<file path="src/rtl/pipe_stall_ctrl.sv">
// Central stall/flush controller for the 5-stage pipeline: merges stage hold
// requests into a thermometer stall bus, handles redirects, stale fetches and MEM timeouts.
module pipe_stall_ctrl #(
  parameter int unsigned MEM_TIMEOUT = 256
) (
  input  logic        clk,
  input  logic        rst_n,
  input  logic        if_req,
  input  logic        if_ack,
  input  logic        id_load_use,
  input  logic        ex_busy,
  input  logic        ex_redirect,
  input  logic        mem_req,
  input  logic        mem_ack,
  output logic [5:0]  stall,
  output logic        flush_if_id,
  output logic        flush_id_ex,
  output logic        if_kill,
  output logic        mem_err,
  output logic [31:0] stall_cnt
);

  localparam logic [8:0] TIMEOUT   = 9'(MEM_TIMEOUT);
  localparam logic [5:0] STALL_NONE = 6'h00;
  localparam logic [5:0] STALL_IF   = 6'h03;
  localparam logic [5:0] STALL_ID   = 6'h07;
  localparam logic [5:0] STALL_EX   = 6'h0F;
  localparam logic [5:0] STALL_MEM  = 6'h1F;

  logic       lu_done;
  logic       if_discard;
  logic [8:0] mem_wait_cnt;
  logic [8:0] mem_wait_cnt_next;

  logic mem_wait;
  logic if_wait;
  logic lu_req;
  logic discard_hit;
  logic redirect_ok;

  always_comb begin
    mem_wait    = mem_req && !mem_ack;
    if_wait     = if_req && !if_ack;
    lu_req      = id_load_use && !lu_done;
    discard_hit = if_discard && if_ack;
    // stall[3] is set only by MEM wait or ex_busy, so test those directly
    redirect_ok = ex_redirect && !(mem_wait || ex_busy);
  end

  // An accepted redirect overrides every lower request so the PC loads the target
  always_comb begin
    stall = STALL_NONE;
    if (mem_wait)                        stall = STALL_MEM;
    else if (ex_busy)                    stall = STALL_EX;
    else if (redirect_ok)                stall = STALL_NONE;
    else if (lu_req)                     stall = STALL_ID;
    else if (if_wait || discard_hit)     stall = STALL_IF;
  end

  always_comb begin
    flush_if_id = redirect_ok;
    flush_id_ex = redirect_ok;
    if_kill     = if_discard;
  end

  always_comb begin
    mem_wait_cnt_next = '0;
    if (mem_wait) begin
      mem_wait_cnt_next = (mem_wait_cnt >= TIMEOUT) ? TIMEOUT : mem_wait_cnt + 9'd1;
    end
  end

  always_ff @(posedge clk or negedge rst_n) begin
    if (!rst_n) begin
      lu_done      <= 1'b0;
      if_discard   <= 1'b0;
      mem_wait_cnt <= '0;
      mem_err      <= 1'b0;
      stall_cnt    <= '0;
    end else begin
      if (stall == STALL_ID)  lu_done <= 1'b1;
      else if (!stall[2])     lu_done <= 1'b0;

      if (redirect_ok && if_wait) if_discard <= 1'b1;
      else if (discard_hit)       if_discard <= 1'b0;

      mem_wait_cnt <= mem_wait_cnt_next;
      if (mem_wait && mem_wait_cnt_next == TIMEOUT) mem_err <= 1'b1;

      if (stall[0]) stall_cnt <= stall_cnt + 32'd1;
    end
  end

endmodule

</file>
<file path="config.mk">
export PLATFORM = sky130hd
export DESIGN_NAME = pipe_stall_ctrl
export DESIGN_NICKNAME = d
export VERILOG_FILES = /design/src/rtl/pipe_stall_ctrl.sv
export SDC_FILE = /design/constraint.sdc
export NUM_CORES = 1
export LEC_CHECK = 0
export ABC_AREA = 0
export BUFFER_PORTS_ARGS = -buffer_cell sky130_fd_sc_hd__buf_2
export CAP_MARGIN = 20
export CORE_MARGIN = 3
export CORE_UTILIZATION = 53
export DETAILED_ROUTE_END_ITERATION = 10
export GPL_TIMING_DRIVEN = 0
export HOLD_SLACK_MARGIN = 0.15
export PLACE_DENSITY_LB_ADDON = 0.05
export SYNTH_ARGS = -nofsm -noshare
export SYNTH_HDL_FRONTEND = slang
export SYNTH_SLANG_ARGS = --single-unit
export TNS_END_PERCENT = 100
</file>
<file path="constraint.sdc">
create_clock -name clk -period 2.1 [get_ports clk]
set_input_delay 0.21 -clock clk [delete_from_list [all_inputs] [get_ports clk]]
set_output_delay 0.21 -clock clk [all_outputs]
set_load 0.005 [all_outputs]
</file>
# Word-level counts from Yosys, hierarchy flattened
# Cells that the tools add are included.
[totals]
word_cells = 36
reg_bits = 44
out_inout_bits = 42
in_bits = 9
[classes]
n_mux = 11
n_reduce_logical = 14
order_cmp = 1
n_eq_ne = 3
addsub = 2
[op_table]
columns = ["op", "count"]
rows = [
  ["$add 32x1->32 const B", 1],
  ["$mux 9", 2],
  ["$add 9x1->9 const B", 1],
  ["$eq 9x9->1 const B", 1],
  ["$ge 9x9->1 const B", 1],
  ["$logic_and 1x1->1", 7],
  ["$eq 6x3->1 const B", 1],
  ["$mux 3", 2],
  ["$mux 5", 1],
  ["$logic_not 1->1", 4],
  ["$mux 1", 4],
  ["$mux 4", 1],
  ["$logic_or 1x1->1", 2],
  ["$mux 2", 1],
  ["$ne 2x1->1 const B", 1],
  ["$reduce_bool 2->1", 1],
]

# Logic depth before layout (Yosys ltp)
# Gate-level depths: netlist of run 1.
[logic_depth]
depth_word = 10
depth_mapped = 7
mapped_depth_nobuf = 6

# Least setup slack after synthesis of run 1
# OpenSTA, ideal clock, no wires.
[synth_timing]
path_kind = "register -> register"
startpoint = "register stall_cnt[5]"
endpoint = "register stall_cnt[27]"
required_ns = 2.025
synth_period_minus_slack_ns = 1.644
t_arrival_ns = 1.568
path_slack_ns = 0.456
n_path_buf = 0
setup_ns = 0.075
path_stages_with_launch = 6
path_cell_list = "dfrtp_1 > nand4_4 > nor4_4 > and3_4 > and4_4 > xor2_2"
[synth_via]
elab_chain_len = 1
[synth_rtl]
columns = ["element", "line_no", "rtl"]
rows = [
  ["from (decl)", "20", "output logic [31:0] stall_cnt"],
  ["from (signal assigned)", "90", "if (stall[0]) stall_cnt <= stall_cnt + 32'd1;"],
  ["$add 32x1->32", "90", ""],
]
# No other way between the ends.
# A chain may end at the register's enable or synchronous reset.

# Worst setup path after layout of run 1
[layout_timing]
startpoint = "input port if_ack"
endpoint = "output port stall[1]"
[layout_via]
elab_chain_len = 8
elab_cells_between_ends = 9
classes_between = "5 x mux; 4 x reduce/logical"
[layout_rtl]
columns = ["element", "line_no", "rtl"]
rows = [
  ["from (decl)", "9", "input logic if_ack,"],
  ["$logic_not 1->1", "43", "if_wait = if_req && !if_ack;"],
  ["$logic_and 1x1->1", "43", ""],
  ["$logic_or 1x1->1 (*)", "57", "else if (if_wait || discard_hit) stall = STALL_IF;"],
  ["$mux 2 (*)", "57", ""],
  ["$mux 3 (*)", "56", "else if (lu_req) stall = STALL_ID;"],
  ["$mux 3 (*)", "55", "else if (redirect_ok) stall = STALL_NONE;"],
  ["$mux 4 (*)", "54", "else if (ex_busy) stall = STALL_EX;"],
  ["$mux 5 (*)", "53", "if (mem_wait) stall = STALL_MEM;"],
  ["to (decl)", "15", "output logic [5:0] stall,"],
]
# Every way passes the cells marked *; elsewhere a longest branch is shown, timed or not.

==> results of run 1 <==
[worst min-delay path: cells and delay by family]
family                 cells  cell delay, ns
and+or+nand+nor            1            0.09
buffers and inverters      1            0.08
AOI/OAI and AO/OA          1            0.05
[routing by layer]
metal	vias to the layer above	wire, um
met5	-	0
met4	0	62
met3	7	233
met2	39	1780
met1	738	1850
li1	777	-
[path summary, 6_finish.rpt]
| path | from | end | cells past startpoint |
|---|---|---|---|
| max | if_ack | stall[1] | 7 |
| min | if_req | if_kill | 3 |
| max reg2reg | lu_done | stall_cnt[26] | 6 |
| min reg2reg | mem_err | mem_err | 1 |
| max in group asynchronous | rst_n | stall_cnt[10] | 2 |
| min in group asynchronous | rst_n | mem_wait_cnt[7] | 2 |
[area by class of cell]
| type | instances | area share [%] |
|---|---|---|
| Multi-Input combinational cell | 137 | 37.0 |
| Buffer | 7 | 1.77 |
| Timing Repair Buffer | 51 | 10.4 |
| Inverter | 10 | 1.48 |
| Sequential cell | 44 | 43.3 |
| Tap cell | 48 | 2.36 |
| Clock buffer | 8 | 3.55 |
[report_power, final]
group          leakage [nW]  internal [mW]  total, mW  switching (mW)
clock network        0.0455          0.268      0.533           0.265
registers             0.577          0.929       1.05           0.119
logic                 0.663          0.174      0.339           0.165
total                  1.29           1.37       1.92           0.549
[through the flow]
step                      total power [mW]  util (%)  hold WS, ns  area [um2]  std cells
after global routing                  2.03      67.4        0.223        2540        305
after global placement                1.40      64.4        0.397        2430        295
after floorplan                       1.25         -      -0.0856        2120        198
after detailed placement              1.40      64.4        0.401        2430        295
final                                 1.92      67.4        0.186        2540        305
after CTS                             1.95      67.4        0.185        2540        305
[cell families (layout without fill, tap and decap cells)]
logic type | after synthesis | in the layout
AOI/OAI and AO/OA | 13 | 13
and+or+nand+nor | 84 | 84
other | 1 | 1
xor gates and xnor gates | 34 | 34
adders and majority gates | 3 | 3
buffers and inverters | 17 | 76
muxes | 2 | 2
DFF | 44 | 44
[sequential cells by signal, summed over array words and instances (netlist names)]
register,flops
lu_done,1
mem_err,1
stall_cnt,32
mem_wait_cnt,9
if_kill,1
[placed cells by master (no fill, tap or decap), drive strengths merged, types with 7 or more instances in the layout]
cell type	instances
buf	54
dfrtp	44
xnor2	19
nor2	16
nand2	16
xor2	15
nand3	12
inv	10
nand4	10
clkbuf	10
nor3	9
and3	7
[what timing repair did]
action                                 4_1_cts  5_1_grt
hold buffers                                 2        0
resized for setup                            0        0
endpoints found under the hold margin       45        0
==> metrics.txt, run 1 <==
vias in the first global route between 1500 and 2000; Layout Nets 268; post-synthesis cell area 2120 um2; total of max-cap violations 0; Critical Path Slowest Stage Cell dlygate4sd3_1; PwrDens 756 nW/um2; share of flip-flops with an asynchronous set or reset after synthesis between 90% and 100%; M3 GR Usage 5.51%; CTS tree yes; Crit path largest cell delay between 0.5 and 0.6 ns; hpwl dp about 3000 um; Die Area about 4800 um2; Fill cells 306; Die H roughly 69 um; highest clock rate between 500 and 600 MHz; gr busiest metal met2; outcome completed; DRT Pass-1 Iters 4; initial core utilization between 50 and 60%; GR met1 Demand/Resource around 22%; net count after synthesis 210; core area around 3800 um2; GR Overflow Total 0; post-synthesis mux area share 1.00%; largest net degree at the start of global routing 45; floorplan row count 22; Multi-input gate area between 900 and 1000 um2; Routed Wire Length roughly 3900 um; Worst Max-Slew Pin Slew approximately 0.93 ns; vias per cell a little over 5; kind of critical path in -> out; CTS root buffer clkbuf_8; fin. max-slew vios 0; first-pass GRT wire length slightly below 7000 um; Main synth FF type dfrtp_1; clock buffer depth 2; CP endpoint kind output port; XOR/XNOR Fraction of Synth Area about 14%; slew margin rel. between 30% and 40%; leading post-synthesis cells by cell area dfrtp_1 52%, xnor2_1 7.8%, xor2_1 5.8%; Post-synth top cells 44 x dfrtp_1, 19 x xnor2_1, 16 x nand2_1, 16 x nor2_1, 14 x xor2_1; post-CTS setup buffer count 0; Synth Area in Simple Gates around a quarter; H-tree Lvls 2; Synth Register Bits 44; CP bufs+invs 5; adder-cell area share of the yosys netlist about 1.8%; unrepaired setup endpoints after global routing false; Worst-Skew Late Latency between 0.2 and 0.3 ns; gpl congestion 0.738; Seq/Total Area, Yosys 51.8%; worst hold path type in -> reg; static leakage roughly 1.3 nW; area delta synth->final 19.6%; Top delay family on crit path buffers and inverters; combinational family with the most area after synthesis simple AND/OR/NAND/NOR gates; Via Count about 1600; io pins approximately 50; worst-path cell chain dlygate4sd3_1, buf_2, mux2i_1, o2111ai_1, buf_4, buf_4, buf_2; r2r setup slk 0.30 ns; fin worst setup slack around 0.13 ns; Post-synth EDFFs 0; Setup crit start kind input port; DRC 0; WL/cell between 10 and 15 um; clock skew a little over 0.008 ns; Worst VDD drop approximately 0.48 mV; Synth top area share roughly 52%; count of cell types in the netlist 36; initial antenna violation count 0; crit path max fanout 11; DRT antenna net count 0; Final setup viols 0; clock slew at reported path FFs about 0.07 ns; Clock Sinks 44; CP arrival between 1.5 and 2 ns; CP Data Required Time 1.89 ns; Reg area 1100 um2; Setup TNS 0 ns; Total Routing Usage GR about 18%; period utilisation layout ~94%; DR iter-0 viols between 50 and 60; Yosys top cell by area dfrtp_1; Synth Area per Inst approximately 11 um2; dpl ws between 0.2 and 0.3 ns; Post-Syn Instances approximately 200; Num CTS Buffers 5; Buffers on Ports just under 50; final hold violations 0; Synth Area in Compound Gates about 3.5%; Die W about 69 um; Antenna Cells 0; most numerous cell in the Yosys netlist dfrtp_1; Synth warnings 0; grt met2 use approximately 28%; share of cells above drive strength 1 between 20% and 30%; min cycle time layout slightly below 2 ns
Power figures use the tool's default switching activity.
==> run 2, diff against run 1 <==
--- a/config.mk
+++ b/config.mk
@@ -5,11 +5,12 @@
 export SDC_FILE = /design/constraint.sdc
 export NUM_CORES = 1
 export LEC_CHECK = 0
-export ABC_AREA = 0
-export BUFFER_PORTS_ARGS = -buffer_cell sky130_fd_sc_hd__buf_2
+export ABC_AREA = 1
+export BUFFER_PORTS_ARGS = -buffer_cell sky130_fd_sc_hd__buf_4
 export CAP_MARGIN = 20
 export CORE_MARGIN = 3
-export CORE_UTILIZATION = 53
+export CORE_UTILIZATION = 55
+export CTS_BUF_LIST = sky130_fd_sc_hd__clkbuf_8
 export DETAILED_ROUTE_END_ITERATION = 10
 export GPL_TIMING_DRIVEN = 0
 export HOLD_SLACK_MARGIN = 0.15
==> run 2 against run 1 <==
Synthesized cell count is 96% higher. Clock skew fell by 0.0058 ns. Cell area increased by 30%. Setup slack improved by 0.079 ns. Non-clock buffer count shrank 1. Wire length is 59% higher. Hold slack worse by 0.017 ns. Combinational power is 65% higher. Sequential power barely moved. Highest routed layer unchanged. Critical path depth is 1 higher. First-iteration DRC count rose to 2.6 times the previous value. Power is 12% higher.
==> metrics.txt, run 2 <==
core area between 4000 and 5000 um2; NetSw 698 uW; Die W 76.7 um; Reg area between 1000 and 1500 um2; io pins 51; Clock Sinks 44; Die Area around 6000 um2; Num CTS Buffers 5; share of cells above drive strength 1 approximately a fifth; largest register by flop count stall_cnt; fin worst setup slack 0.209 ns; internal power 1.45 mW; Multi-input gate area 1400 um2; commonest non-fill, non-tap cell in the layout nand2_1; vias in the first global route around 2500; WL/cell ~12 um; worst hold path type in -> reg; Critical Path Slowest Stage Cell dlygate4sd3_1; Final setup viols 0; hpwl dp 4790 um; Logic pwr share 26.0%; leading post-synthesis cells by cell area dfrtp_1 40%, nand2_1 19%, inv_1 7.0%; sw frac 32.5%; WHS roughly 0.17 ns; post-CTS sizing 0; Buffers on Ports 49; clock buffer depth 2; largest net degree at the start of global routing 45; unrepaired setup endpoints after global routing false; clock skew about 0.0025 ns; CP Data Required Time ~1.9 ns; H-tree Lvls 2; DR iter-0 viols approximately 140; count of cell types in the netlist 30; initial antenna violation count 0; CP arrival 1.68 ns; Yosys top cell by area dfrtp_1; Reg2Reg Launch Point stall_cnt[1]; Via Count between 2000 and 3000; Synth Area per Inst between 7 and 8 um2; crit path max fanout 19; total of max-cap violations 0; Post-Syn Instances between 300 and 400; max FFs per register 32; most numerous cell in the Yosys netlist nand2_1; fin area between 3000 and 4000 um2; net count after synthesis between 400 and 500; outcome completed; Reg power frac roughly half; DRT Pass-1 Iters 5; area delta synth->final 20.4%; cell repeated most along the worst path buf_4; Post-synth EDFFs 0; Antenna Cells 0; period utilisation layout between 90% and 100%; clock slew at reported path FFs 0.08 ns; kind of critical path in -> out; Top delay family on crit path buffers and inverters; slew margin rel. between 60 and 70%; clock share of power about 26%; Die H 76.7 um; hold depth 3; most frequent cells in the layout 138 x nand2_1, 54 x buf_4, 51 x inv_1; Setup crit start kind input port; GR Overflow Total 0; Post-Layout Cell Count 514; dpl ws ~0.44 ns; initial core utilization 57.4%; fin. max-slew vios 0; Synth Register Bits 44; Total Routing Usage GR between 20% and 30%; Synth top area share between 40% and 50%; r2r setup slk about 0.43 ns; CTS root buffer clkbuf_8; final hold violations 0; Post-synth top cells 138 x nand2_1, 51 x inv_1, 47 x nor2_1; gpl congestion a little under 0.9; highest clock rate about 530 MHz; Largest regs stall_cnt x32, mem_wait_cnt x9; Tot Pwr 2.15 mW; final core utilization between 60% and 70%; Setup TNS 0 ns; CTS tree yes; post-synthesis cell area roughly 2700 um2; DRC 0; Worst Max-Slew Pin Slew 0.564 ns; static leakage about 1.6 nW; placed cell count about 510; first-pass GRT wire length between 10000 and 15000 um; PwrDens 651 nW/um2; Fill cells between 400 and 500; worst r2r path cells 8; min cycle time layout 1.89 ns; Crit path largest cell delay 0.54 ns; hold_sp if_req; worst-path cell chain dlygate4sd3_1, buf_4, nand2_1, nand3_1, nand2_1, nand2_4, buf_4, buf_4; Routed Wire Length approximately 6300 um; Synth warnings 0; Worst VDD drop roughly 0.57 mV; post-placement cell area between 3000 and 4000 um2; share of flip-flops with an asynchronous set or reset after synthesis 100%; DRT antenna net count 0; Seq/Total Area, Yosys around 40%; WHS Endpoint if_kill; Main synth FF type dfrtp_1; floorplan row count 25; Worst-Skew Late Latency about 0.30 ns; CP endpoint kind output port; CP bufs+invs 4; vias per cell about 5; reg2reg end stall_cnt[12]; Layout Nets roughly 460
## run 2: changes by cell type after synthesis, moves of 9 or more
cell and delta:
nand3_1 +10, nand2_1 +122, nor2_1 +31, inv_1 +41
xor2_1 -9, nor2_2 +9, xnor2_1 -11
## run 2: cell families after synthesis
logic type	after synthesis	synth area share, %
AO/OA/AOI/OAI	20	4.06
XOR/XNOR	13	4.15
adder cells (fa/ha/maj)	3	1.37
buffers and inverters	60	8.98
flip-flops	44	40.1
other	1	0.137
AND/OR/NAND/NOR	248	41.2
## run 2: final cells by class
type                            count  share of cell area (%)
Clock inverter                      2                   0.303
Buffer                              6                    1.29
Sequential cell                    44                    33.3
Clock buffer                        6                    2.50
Tap cell                           67                    2.54
Timing Repair Buffer               51                    11.7
Multi-Input combinational cell    285                    42.3
Inverter                           53                    6.02
## run 2: worst max path at each step
stage	slack [ns]	to	start	depth (start not counted)
final	0.21	stall[1]	if_ack	8
after global placement	0.48	stall_cnt[26]	stall_cnt[1]	8
after detailed placement	0.44	stall_cnt[14]	stall_cnt[1]	8
after floorplan	0.69	stall_cnt[14]	stall_cnt[0]	8
after CTS	0.03	stall[1]	if_ack	10
after global routing	0.12	stall[1]	if_ack	8
## run 2: worst min-delay path, cell delays in order
cell and delay [ns]:
buf_4 0.11, nand2_1 0.06, a21oi_1 0.05
## run 2: power groups by stage
stage               Combinational, mW  Clock, mW  Sequential (mW)
finish                          0.559      0.550             1.04
global route                    0.622      0.602             1.06
CTS                             0.567      0.567             1.04
detailed placement              0.561          0             1.06
global placement                0.549          0             1.06
floorplan                       0.326          0             1.05
## run 2: timing repair
action,in CTS,in global routing
setup buffers,0,0
hold endpoints to repair,45,0
hold buffers,2,0
setup endpoints to repair,0,1
## run 2: per-layer routing
layer | share of wire (%) | track usage, % | vias to the layer above
met5 | 0 | 0 | -
met4 | 0.99 | 6.88 | 0
met3 | 5.6 | 4.23 | 6
met2 | 51 | 40.3 | 90
met1 | 42 | 28.4 | 1149
li1 | - | - | 1304
==> run 3, diff against run 2 <==
--- a/config.mk
+++ b/config.mk
@@ -5,7 +5,6 @@
 export SDC_FILE = /design/constraint.sdc
 export NUM_CORES = 1
 export LEC_CHECK = 0
-export ABC_AREA = 1
 export BUFFER_PORTS_ARGS = -buffer_cell sky130_fd_sc_hd__buf_4
 export CAP_MARGIN = 20
 export CORE_MARGIN = 3
==> run 3 against run 2 <==
Setup slack worse by 0.098 ns. Flip-flop and latch count unchanged. Core utilization up 6.5 points. Register-to-register slack worse by 0.18 ns. Maximum frequency down 4.9%. First-iteration DRC count down 41%. Combinational power down 30%. Count of clock-buffer cells in the layout unchanged. Clock power down 4.0%. Global-route usage down 2.9 points. Critical path depth down 1. Critical path type unchanged.
==> metrics.txt, run 3 (same netlist as run 1, synthesis figures left out) <==
outcome completed; fin worst setup slack 0.111 ns; slew margin rel. 63.5%; clock slew at reported path FFs roughly 0.08 ns; Top delay family on crit path buffers and inverters; vias per cell 5.32; worst-path cell chain dlygate4sd3_1, buf_4, mux2i_1, o2111ai_1, buf_4, buf_4, buf_4; clock buffer depth 2; CP arrival between 1.5 and 2 ns; Antenna Cells 0; post-CTS setup buffer count 0; clock skew around 0.0037 ns; static leakage about 1.3 nW; CP bufs+invs 5; reg2reg end stall_cnt[28]; Reg area roughly 1100 um2; crit path max fanout 11; hpwl dp approximately 3100 um; Setup TNS 0 ns; gpl congestion around 0.84; largest register by flop count stall_cnt; Num CTS Buffers 5; CP Data Required Time roughly 1.9 ns; sw frac ~28%; Layout Nets between 200 and 300; clock share of power a little over a quarter; Reg2Reg Launch Point lu_done; Final setup viols 0; Total Routing Usage GR between 10% and 20%; vias in the first global route ~1500; H-tree Lvls 2; CP endpoint kind output port; Largest regs stall_cnt x32, mem_wait_cnt x9; io pins 51; GR Overflow Total 0; WL/cell 14.1 um; worst r2r path cells 6; NetSw about 560 uW; Buffers on Ports 49; fin. max-slew vios 0; unrepaired setup endpoints after global routing false; Routed Wire Length 4270 um; initial antenna violation count 0; most frequent cells in the layout 54 x buf_4, 44 x dfrtp_1, 19 x xnor2_1; worst hold path type in -> reg; first-pass GRT wire length 6910 um; share of cells above drive strength 1 around 28%; Multi-input gate area around 940 um2; CTS tree yes; initial core utilization 60.3%; PwrDens ~740 nW/um2; kind of critical path in -> out; period utilisation layout ~95%; Logic pwr share about 20%; core area approximately 3500 um2; dpl ws 0.261 ns; DRT Pass-1 Iters 4; Worst VDD drop between 0.6 and 0.7 mV; highest clock rate ~500 MHz; Reg power frac 53.3%; Post-Layout Cell Count just over 300; Post-CTS Hold Buffers 2; Worst-Skew Late Latency 0.29 ns; final hold violations 0; Fill cells approximately 270; CTS root buffer clkbuf_8; Die H about 68 um; Worst Max-Slew Pin Slew ~0.55 ns; Die W between 60 and 70 um; hold_sp mem_ack; hold depth 3; floorplan row count 21; post-CTS sizing 0; r2r setup slk 0.25 ns; max FFs per register 32; DR iter-0 viols slightly above 80; area delta synth->final 25.2%; largest net degree at the start of global routing 45; placed cell count about 290; Tot Pwr a little under 2 mW; Crit path largest cell delay 0.54 ns; internal power between 1 and 1.5 mW; DRT antenna net count 0; Die Area 4640 um2; min cycle time layout 1.99 ns; cell repeated most along the worst path buf_4; Clock Sinks 44; Setup crit start kind input port; total of max-cap violations 0; DRC 0; commonest non-fill, non-tap cell in the layout buf_4; WHS Endpoint mem_wait_cnt[8]; Via Count about 1600; Critical Path Slowest Stage Cell dlygate4sd3_1
run 3: tightest hold or removal path, stage by stage:
cell and delay, ns:
buf_4 0.07, or2b_2 0.12, nor2_1 0.06
run 3: worst max path at each step:
stage                  from             to  depth (start not counted)
4_1_cts              if_ack       stall[1]                          7
3_3_place_gp        lu_done  stall_cnt[26]                          6
2_1_floorplan  stall_cnt[5]  stall_cnt[27]                          5
3_5_place_dp        lu_done  stall_cnt[28]                          6
6_report             if_ack       stall[1]                          7
5_1_grt              if_ack  stall_cnt[28]                          8
run 3: final cells by class:
type	count	share of cell area [%]
clock buffer	6	3.10
sequential	44	41.4
tap	46	2.16
timing repair buffer	51	14.6
inverter	10	1.41
multi-input combinational	137	35.4
buffer	7	1.69
clock inverter	2	0.282
run 3: power groups by stage:
| stage | clock network, mW | registers (mW) | logic [mW] |
|---|---|---|---|
| 3_3_place_gp | 0 | 1.06 | 0.383 |
| 4_1_cts | 0.543 | 1.05 | 0.398 |
| 3_5_place_dp | 0 | 1.06 | 0.388 |
| 2_1_floorplan | 0 | 1.05 | 0.193 |
| 6_report | 0.528 | 1.05 | 0.390 |
| 5_1_grt | 0.578 | 1.07 | 0.428 |
run 3: layer usage:
metal / up-vias / share of wire, % / global-route usage, %
li1: 780 / - / -
met1: 796 / 44 / 26.1
met2: 32 / 50 / 33.1
met3: 5 / 4.1 / 3.94
met4: 0 / 1.2 / 6.70
met5: - / 0 / 0
run 3: metrics by stage:
step	hold WS (ns)	utilization [%]	instance area, um2
floorplan	-0.0856	-	2120
global placement	0.231	72.4	2550
detailed placement	0.232	72.4	2550
CTS	0.209	75.6	2660
global route	0.230	75.6	2660
finish	0.209	75.6	2660
